===== src/rtl/fir_avg_sched_pkg.sv =====
// fir_avg_sched_pkg
// Shared types and constants for the time-multiplexed 4-tap averaging
// scheduler: FSM state encoding, datapath widths, the Q8 scale shift and a
// ceiling-log2 helper used to size the round-robin pointer and channel tags.
package fir_avg_sched_pkg;

  typedef enum logic [1:0] {
    IDLE = 2'd0,
    MAC  = 2'd1,
    OUT  = 2'd2
  } state_t;

  localparam int COEF_DEF = 64;
  localparam int ACC_W    = 32;
  localparam int DIN_W    = 16;
  localparam int DOUT_W   = 24;
  localparam int SHIFT    = 8;

  // Returns at least 1 so that a 2-entry pointer still gets a real bit.
  function automatic int clog2(input int v);
    int r;
    r = 1;
    while ((1 << r) < v) r++;
    return r;
  endfunction

endpackage


===== src/rtl/fir_rr_arbiter.sv =====
// fir_rr_arbiter
// Combinational round-robin arbiter. Grants the first requesting channel at
// or after the pointer, wrapping modulo N_CH.
// Ports:
//   req     in  N_CH   request vector
//   ptr     in  PTR_W  highest-priority channel this cycle
//   gnt     out N_CH   one-hot grant (all zero when no request)
//   gnt_idx out PTR_W  encoded index of the granted channel
//   gnt_any out 1      any request granted
module fir_rr_arbiter #(
  parameter int N_CH  = 4,
  parameter int PTR_W = 2
) (
  input  logic [N_CH-1:0]  req,
  input  logic [PTR_W-1:0] ptr,
  output logic [N_CH-1:0]  gnt,
  output logic [PTR_W-1:0] gnt_idx,
  output logic             gnt_any
);

  always_comb begin
    logic [PTR_W-1:0] c;
    gnt     = '0;
    gnt_idx = '0;
    gnt_any = 1'b0;
    c       = '0;
    for (int off = 0; off < N_CH; off++) begin
      c = PTR_W'((int'(ptr) + off) % N_CH);
      if (!gnt_any && req[c]) begin
        gnt_any = 1'b1;
        gnt[c]  = 1'b1;
        gnt_idx = c;
      end
    end
  end

endmodule


===== src/rtl/fir_avg_sched.sv =====
// fir_avg_sched
// Shares one averaging MAC between N_CH channels. Samples are taken
// round-robin, each is multiplied against the channel's own tap history one
// tap per cycle, and the Q8-scaled result is returned with its channel tag.
// Ports:
//   clk        in  1            rising-edge clock
//   rst        in  1            synchronous active-high reset
//   in_valid   in  N_CH         per-channel sample valid
//   in_data    in  DATA_W*N_CH  signed samples, channel k at [DATA_W*k +: DATA_W]
//   in_ready   out N_CH         one-hot grant, only ever high in IDLE
//   out_valid  out 1            result valid
//   out_data   out 24           signed averaged result
//   out_chan   out 3            channel of out_data
//   out_ready  in  1            downstream accept
//   busy       out 1            FSM not in IDLE
// Build option: define FIR_AVG_SCHED_ROUND_EN to round half up instead of
// truncating (floor) when scaling the accumulator down to out_data.
module fir_avg_sched
  import fir_avg_sched_pkg::*;
#(
  parameter int N_CH   = 4,
  parameter int TAPS   = 4,
  parameter int COEF   = COEF_DEF,
  parameter int DATA_W = DIN_W,
  parameter int COEF_W = 16
) (
  input  logic                     clk,
  input  logic                     rst,
  input  logic [N_CH-1:0]          in_valid,
  input  logic [DATA_W*N_CH-1:0]   in_data,
  output logic [N_CH-1:0]          in_ready,
  output logic                     out_valid,
  output logic signed [DOUT_W-1:0] out_data,
  output logic [2:0]               out_chan,
  input  logic                     out_ready,
  output logic                     busy
);

  localparam int PTR_W = clog2(N_CH);
  localparam int TAP_W = clog2(TAPS);
  localparam logic signed [COEF_W-1:0] COEF_S = COEF_W'(COEF);

  // Scale the Q8 accumulator down to the output width.
  function automatic logic signed [DOUT_W-1:0] scale_out(input logic signed [ACC_W-1:0] a);
`ifdef FIR_AVG_SCHED_ROUND_EN
    return DOUT_W'((a + 32'sd128) >>> SHIFT);
`else
    return DOUT_W'(a >>> SHIFT);
`endif
  endfunction

  state_t                     state_q, state_d;
  logic [PTR_W-1:0]           rr_ptr_q, rr_ptr_d;
  logic [PTR_W-1:0]           ch_q, ch_d;
  logic [TAP_W-1:0]           tap_q, tap_d;
  logic signed [DATA_W-1:0]   sample_q, sample_d;
  logic signed [ACC_W-1:0]    acc_q, acc_d;
  logic signed [DATA_W-1:0]   hist_q [N_CH][TAPS-1];
  logic signed [DATA_W-1:0]   hist_d [N_CH][TAPS-1];
  logic                       out_valid_q, out_valid_d;
  logic signed [DOUT_W-1:0]   out_data_q, out_data_d;
  logic [2:0]                 out_chan_q, out_chan_d;

  logic signed [DATA_W-1:0]   din [N_CH];
  logic signed [DATA_W-1:0]   tap_line [TAPS];
  logic signed [DATA_W-1:0]   tap_x;
  logic signed [ACC_W-1:0]    prod;
  logic [N_CH-1:0]            gnt;
  logic [PTR_W-1:0]           gnt_idx;
  logic                       gnt_any;

  fir_rr_arbiter #(
    .N_CH  (N_CH),
    .PTR_W (PTR_W)
  ) u_arb (
    .req     (in_valid),
    .ptr     (rr_ptr_q),
    .gnt     (gnt),
    .gnt_idx (gnt_idx),
    .gnt_any (gnt_any)
  );

  always_comb begin
    for (int k = 0; k < N_CH; k++) din[k] = in_data[DATA_W*k +: DATA_W];
  end

  // Tap select: tap 0 is the fresh sample, tap i is history[i-1] (newest first)
  always_comb begin
    tap_line[0] = sample_q;
    for (int i = 1; i < TAPS; i++) tap_line[i] = hist_q[ch_q][i-1];
    tap_x = tap_line[tap_q];
    prod  = ACC_W'(tap_x) * ACC_W'(COEF_S);
  end

  assign in_ready  = (state_q == IDLE && !rst) ? gnt : '0;
  assign busy      = (state_q != IDLE);
  assign out_valid = out_valid_q;
  assign out_data  = out_data_q;
  assign out_chan  = out_chan_q;

  always_comb begin
    state_d     = state_q;
    rr_ptr_d    = rr_ptr_q;
    ch_d        = ch_q;
    tap_d       = tap_q;
    sample_d    = sample_q;
    acc_d       = acc_q;
    hist_d      = hist_q;
    out_valid_d = out_valid_q;
    out_data_d  = out_data_q;
    out_chan_d  = out_chan_q;
    case (state_q)
      IDLE: begin
        if (gnt_any) begin
          ch_d     = gnt_idx;
          sample_d = din[gnt_idx];
          acc_d    = '0;
          tap_d    = '0;
          state_d  = MAC;
        end
      end
      MAC: begin
        acc_d = acc_q + prod;
        tap_d = tap_q + 1'b1;
        if (tap_q == TAP_W'(TAPS-1)) begin
          // Last tap: retire the sample into history, oldest falls off
          for (int i = TAPS-2; i > 0; i--) hist_d[ch_q][i] = hist_q[ch_q][i-1];
          hist_d[ch_q][0] = sample_q;
          tap_d       = '0;
          out_data_d  = scale_out(acc_d);
          out_chan_d  = 3'(ch_q);
          out_valid_d = 1'b1;
          state_d     = OUT;
        end
      end
      OUT: begin
        if (out_ready) begin
          out_valid_d = 1'b0;
          rr_ptr_d    = (ch_q == PTR_W'(N_CH-1)) ? '0 : ch_q + 1'b1;
          state_d     = IDLE;
        end
      end
      default: state_d = IDLE;
    endcase
  end

  always_ff @(posedge clk) begin
    if (rst) begin
      state_q     <= IDLE;
      rr_ptr_q    <= '0;
      ch_q        <= '0;
      tap_q       <= '0;
      sample_q    <= '0;
      acc_q       <= '0;
      out_valid_q <= 1'b0;
      out_data_q  <= '0;
      out_chan_q  <= '0;
      for (int c = 0; c < N_CH; c++)
        for (int i = 0; i < TAPS-1; i++) hist_q[c][i] <= '0;
    end else begin
      state_q     <= state_d;
      rr_ptr_q    <= rr_ptr_d;
      ch_q        <= ch_d;
      tap_q       <= tap_d;
      sample_q    <= sample_d;
      acc_q       <= acc_d;
      hist_q      <= hist_d;
      out_valid_q <= out_valid_d;
      out_data_q  <= out_data_d;
      out_chan_q  <= out_chan_d;
    end
  end

endmodule


===== config.mk =====
export PLATFORM = sky130hd
export DESIGN_NAME = fir_avg_sched
export DESIGN_NICKNAME = d
export VERILOG_FILES = /design/src/rtl/fir_avg_sched_pkg.sv /design/src/rtl/fir_rr_arbiter.sv /design/src/rtl/fir_avg_sched.sv
export SDC_FILE = /design/constraint.sdc
export NUM_CORES = 1
export LEC_CHECK = 0
export BUFFER_PORTS_ARGS = -buffer_cell sky130_fd_sc_hd__buf_4
export CORE_ASPECT_RATIO = 2
export CORE_MARGIN = 2
export CORE_UTILIZATION = 45
export DETAILED_ROUTE_END_ITERATION = 8
export GPL_ROUTABILITY_DRIVEN = 1
export MAX_ROUTING_LAYER = met4
export SLEW_MARGIN = 25
export SYNTH_ARGS = -nofsm -noshare
export SYNTH_HDL_FRONTEND = slang
export SYNTH_SLANG_ARGS = --single-unit

===== constraint.sdc =====
create_clock -name clk -period 8.7 [get_ports clk]
set_input_delay 0.435 -clock clk [delete_from_list [all_inputs] [get_ports clk]]
set_output_delay 0.435 -clock clk [all_outputs]
set_load 0.02 [all_outputs]

# After elaboration in Yosys (flattened, before gate mapping)
# Index checks and enable logic that the tools add are counted.
totals:
  out_inout_bits: 33
  ff_bits: 275
  in_bits: 71
  wordCells: 135
classes:
  n_eq_ne: 7
  order_cmp: 12
  muxes: 60
  n_reduce_logical: 23
  add_sub_neg: 6
  n_bitwise: 6
ops:
  columns: ["operator", "count"]
  rows:
  - ["$bwmux W192", 3]
  - ["$demux W48 S2", 3]
  - ["$mux W48", 3]
  - ["$bmux W48 S2", 1]
  - ["$mux W16", 5]
  - ["$bmux W16 S2", 2]
  - ["$mux W32", 2]
  - ["$pmux W32 S2", 1]
  - ["$add A32 B22 Y32", 1]
  - ["$mux W2", 10]
  - ["$mux W4", 5]
  - ["$mux W1", 14]
  - ["$lt A2 B3 Y1 const B", 4]
  - ["$or A4 B4 Y4", 3]
  - ["$ge A3 B3 Y1 const B", 3]
  - ["$logic_and A1 B1 Y1", 9]
  - ["$not A2 Y3", 3]
  - ["$bmux W1 S2", 4]
  - ["$demux W1 S2", 4]
  - ["$ge A2 B1 Y1 const B", 4]
  - ["$reduce_and A2 Y1", 4]
  - ["$add A2 B1 Y2 const B", 3]
  - ["$eq A2 B2 Y1 const B", 3]
  - ["$ne A2 B2 Y1 const B", 3]
  - ["other kinds (10)", 17]

# Depth between registers and ports, before layout
logic_depth:
  ltp_word: 16
  ltp_mapped: 14
  ltp_nobuf: 11

# Modules after synthesis
# From an unflattened synthesis, not the netlist that was laid out.
unflattened:
  cells_unflattened: 1525
  hier_area_um2: 13003.7
by_module_without_submodules:
  columns: ["mod", "n_inst", "cells_per_inst", "seq_area_each_um2", "area_per_inst_um2"]
  rows:
  - ["fir_avg_sched", 1, 1480, 5385.2, 12582.1]
  - ["fir_rr_arbiter", 1, 45, 0.0, 421.7]

# Worst setup path before layout
# OpenSTA, ideal clock, no wires.
synth_timing:
  path_type: "reg-to-reg"
  from: "register ch_q[0]"
  to: "register out_data_q[18], in the netlist out_data[18]"
  n_path_buf: 3
  t_required_ps: 8578
  synth_period_minus_slack_ps: 4312
  slack_ps: 4388
  path_stages_with_launch: 15
  t_arrival_ps: 4190
  setup_time_ps: 122
  path_cell_list: "dfxtp_1 buf_2 buf_1 buf_2 mux4_2 mux4_2 ha_1 fa_1 a211oi_1 nor4b_2 o21ai_1 nand2_1 a41oi_1 nor4_1 a311o_1"
synth_via:
  elab_chain_len: 8
synth_lines:
  columns: ["element", "line", "source"]
  rows:
  - ["start, declared", "fir_avg_sched.sv:54", "logic [PTR_W-1:0] ch_q, ch_d;"]
  - ["start signal, assigned", "fir_avg_sched.sv:163", "ch_q <= ch_d;"]
  - ["$not A2 Y3 (not written as such)", "fir_avg_sched.sv:90", "for (int i = 1; i < TAPS; i++) tap_line[i] = hist_q[ch_q][i-1];"]
  - ["$bmux W48 S2", "fir_avg_sched.sv:90", null]
  - ["$mux W48 (not written as such) (2 in series)", "fir_avg_sched.sv:90", null]
  - ["$bmux W16 S2", "fir_avg_sched.sv:91", "tap_x = tap_line[tap_q];"]
  - ["$mux W16 (not written as such) (2 in series)", "fir_avg_sched.sv:91", null]
  - ["$add A32 B22 Y32", "fir_avg_sched.sv:123", "acc_d = acc_q + prod;"]
  - ["end signal, assigned", "fir_avg_sched.sv:169", "out_data_q <= out_data_d;"]
  - ["end, declared", "fir_avg_sched.sv:61", "logic signed [DOUT_W-1:0] out_data_q, out_data_d;"]
# No other way between the ends. The select of a mux whose other input is x is not followed.
# A chain may end at the register's enable or synchronous reset.

# Worst setup path in the final report
layout_timing:
  from: "register ch_q[0]"
  to: "register acc_q[31]"
layout_via:
  elab_chain_len: 9
layout_lines:
  columns: ["element", "line", "source"]
  rows:
  - ["$not A2 Y3 (not written as such)", "fir_avg_sched.sv:90", null]
  - ["$bmux W48 S2", "fir_avg_sched.sv:90", null]
  - ["$mux W48 (not written as such) (2 in series)", "fir_avg_sched.sv:90", null]
  - ["$bmux W16 S2", "fir_avg_sched.sv:91", null]
  - ["$mux W16 (not written as such) (2 in series)", "fir_avg_sched.sv:91", null]
  - ["$add A32 B22 Y32", "fir_avg_sched.sv:123", null]
  - ["$pmux W32 S2", "fir_avg_sched.sv:112", "case (state_q)"]
  - ["end signal, assigned", "fir_avg_sched.sv:154", "acc_q <= '0;"]
  - ["end signal, assigned", "fir_avg_sched.sv:166", "acc_q <= acc_d;"]
  - ["end, declared", "fir_avg_sched.sv:57", "logic signed [ACC_W-1:0] acc_q, acc_d;"]
# No other way between the ends. The select of a mux whose other input is x is not followed.

==> results.yml <==
critical_path:
  critical_path.max_fanout: 54
  critical_path_class: "reg -> reg"
  cp-end-kind: "flop"
  critPathArrivalTime_ps: 5020
  cp.required_ps: 9130
  worst_setup_path_start_kind: "flop"
cts:
  cts_root_buf: "clkbuf_16"
  cts_tree: "built"
  cts.clk_slew.worst_paths_ps: 60
  htree_levels: 1
  ctsResizeCount: 0
  post_cts_buffers: 0
  clock_sinks: 269
  cts_hold_buf: 0
  clock_path_buffers: 3
  clock_latency_ps: 540
  numCtsBuffers: 26
grt:
  grt_max_degree: 105
  antenna_found_initial: 0
  grt_pass1_wl_mm: 59.31
  grt_pass1_vias: 11100
  overflow: 0
  track_usage_pct: 24.70
logic_synthesis:
  ys_dominant_reg_cell: "dfxtp_1"
  yosys_warnings: 0
  ys_seq_elements: 269
  synthArstFlopShare_pct: 0
  syn-num-nets: 1619
  ys_seq_area_share_pct: 40.96
  netlist.area_leader.share_pct: 40.96
  synth_area_leader_cell: "dfxtp_1"
  synth.distinct_cells: 75
  synth_cells: 1510
  synth_area_um2: 13150
  postSynthAreaPerCell_um2: 8.707
  yosys-top-cells-area: "dfxtp_1 (41%), nand2_1 (13%), mux4_2 (11%)"
  synth_enable_flop_cells: 0
pwr:
  vdd_ir_drop_max_uv: 128.6
  cellLeakagePower_nw: 5.156
  powerDensity_nw_per_um2: 177.7
sta:
  period_share_pct: 52.81
  setup_viol: 0
  fmax_ghz: 0.2176
  skew_ps: 8.978
  worst_slew_pin_slew_ps: 1132
  slew_headroom_pct: 24.44
  hold_viol_final: 0
  worst_slack_ps: 4105
  tns_ps: 0
  period_needed_ps: 4595
  rsz0062_at_grt: "false"
  slew_viol_final: 0
floorplanning:
  core_area_um2: 28850
  die_x_um: 124.9
  start_util_pct: 45.58
  dieArea_um2: 30680
  die_h_um: 245.7
  ios: 104
  std_cell_rows: 88
finish:
  drive_above_1_share_pct: 16.81
  synthToLayoutAreaGrowth_pct: 12.84
  final_common_cell: "nand2_1"
  antenna_cells: 0
  finalNetCount: 1651
  final_area_um2: 14840
  final_cells: 1919
  final_cell_mix: "nand2_1 (464), dfxtp_1 (267), a21oi_1 (237)"
detailed_routing:
  vias_per_cell: 5.794
  totalWireLength_mm: 37.31
  ant_nets: 0
  wl_per_cell_um: 19.44
  drtIter0Drc: 647
  drt-pass1-iter-count: 5
  drcViolationCount: 0
  vias: 11120
placed_design:
  dpl.cell_count: 1873
  routabilityCongestion: 0.9804
  place_area_um2: 13970
  port_buffers: 102
  place_ws_ps: 3904
  dp_hpwl_mm: 24.34
run_status:
  outcome: "finished clean"
run:
  maxCapViolations: 0
hold_path:
  hp-class: "in -> reg"
routing by layer:
layer	share of wire, %	GRT usage, %	up-vias	wire, um
met5	0	-	-	0
met4	4.2	10.62	0	1564
met3	3.9	2.372	104	1448
met2	56	47.22	305	20740
met1	36	25.49	5385	13550
li1	-	-	5324	-
worst max-delay path, cell delays in order (launching register included):
cell     delay, ps
dfxtp_2        310
buf_4          670
mux4_2         670
mux4_2         670
ha_1           500
a21oi_1        320
o21a_1         190
o22ai_1         90
or3_1          340
o21ai_0        380
xor2_1         130
a22o_1         190
Yosys cell counts, drive strengths merged (9+ instances only):
cell    count
a21oi     238
a22o        9
a22oi      14
buf        32
clkbuf     82
dfxtp     269
ha         37
inv        15
mux2i      36
mux4       68
nand2     468
nand3      14
nor2       53
nor3        9
o21ai      22
o221ai     16
xnor2      15
xor2        9
sequential cells by signal, summed over array words and instances (netlist names):
| name | flops |
|---|---|
| acc_q | 26 |
| rr_ptr_q | 2 |
| out_data | 24 |
| tap_q | 2 |
| ch_q | 2 |
| state_q | 2 |
| out_valid | 1 |
| sample_q | 16 |
| hist_q | 192 |
| out_chan | 2 |
final timing paths:
check | start | slack, ps | depth (start not counted) | endpoint
max | ch_q[0] | 4110 | 11 | acc_q[31]
min | out_ready | 170 | 4 | state_q[1]
max reg2reg | ch_q[0] | 4110 | 11 | acc_q[31]
min reg2reg | acc_q[17] | 450 | 2 | acc_q[17]
through the flow:
stage / hold WS (ps) / utilization, % / power (W)
5_1_grt: 183.0 / 51.43 / 0.002727
3_3_place_gp: 438.0 / 48.43 / 0.001552
3_5_place_dp: 442.7 / 48.43 / 0.001554
6_report: 173.9 / 51.43 / 0.002636
4_1_cts: 157.9 / 51.32 / 0.002657
2_1_floorplan: 426.8 / - / 0.001461
final cells by class:
class	instances	area, um2
tap	360	450.4
multi-input combinational	1110	7182
fill	2689	14010
inverter	16	60.06
timing repair buffer	119	920.9
sequential	269	5390
clock buffer	34	742.0
clock inverter	11	90.09
where the power goes:
group	total [W]	internal (W)	switching, W
Combinational	0.000245	0.000101	0.000144
Sequential	0.00128	0.00125	0.0000352
Clock	0.00111	0.000629	0.000481
Total	0.00264	0.00198	0.000659
logic make-up (layout without fill, tap and decap cells):
family	after synthesis	count (layout)	share of synthesized area, %
compound gates	361	361	16.84
fa+ha+maj	38	38	3.673
buf+inv	131	180	4.549
mux	104	104	14.45
flops	269	269	40.96
xor+xnor	24	24	1.656
other cells	1	1	0.02852
simple gates	582	582	17.84
(Power assumes the default switching activity.)
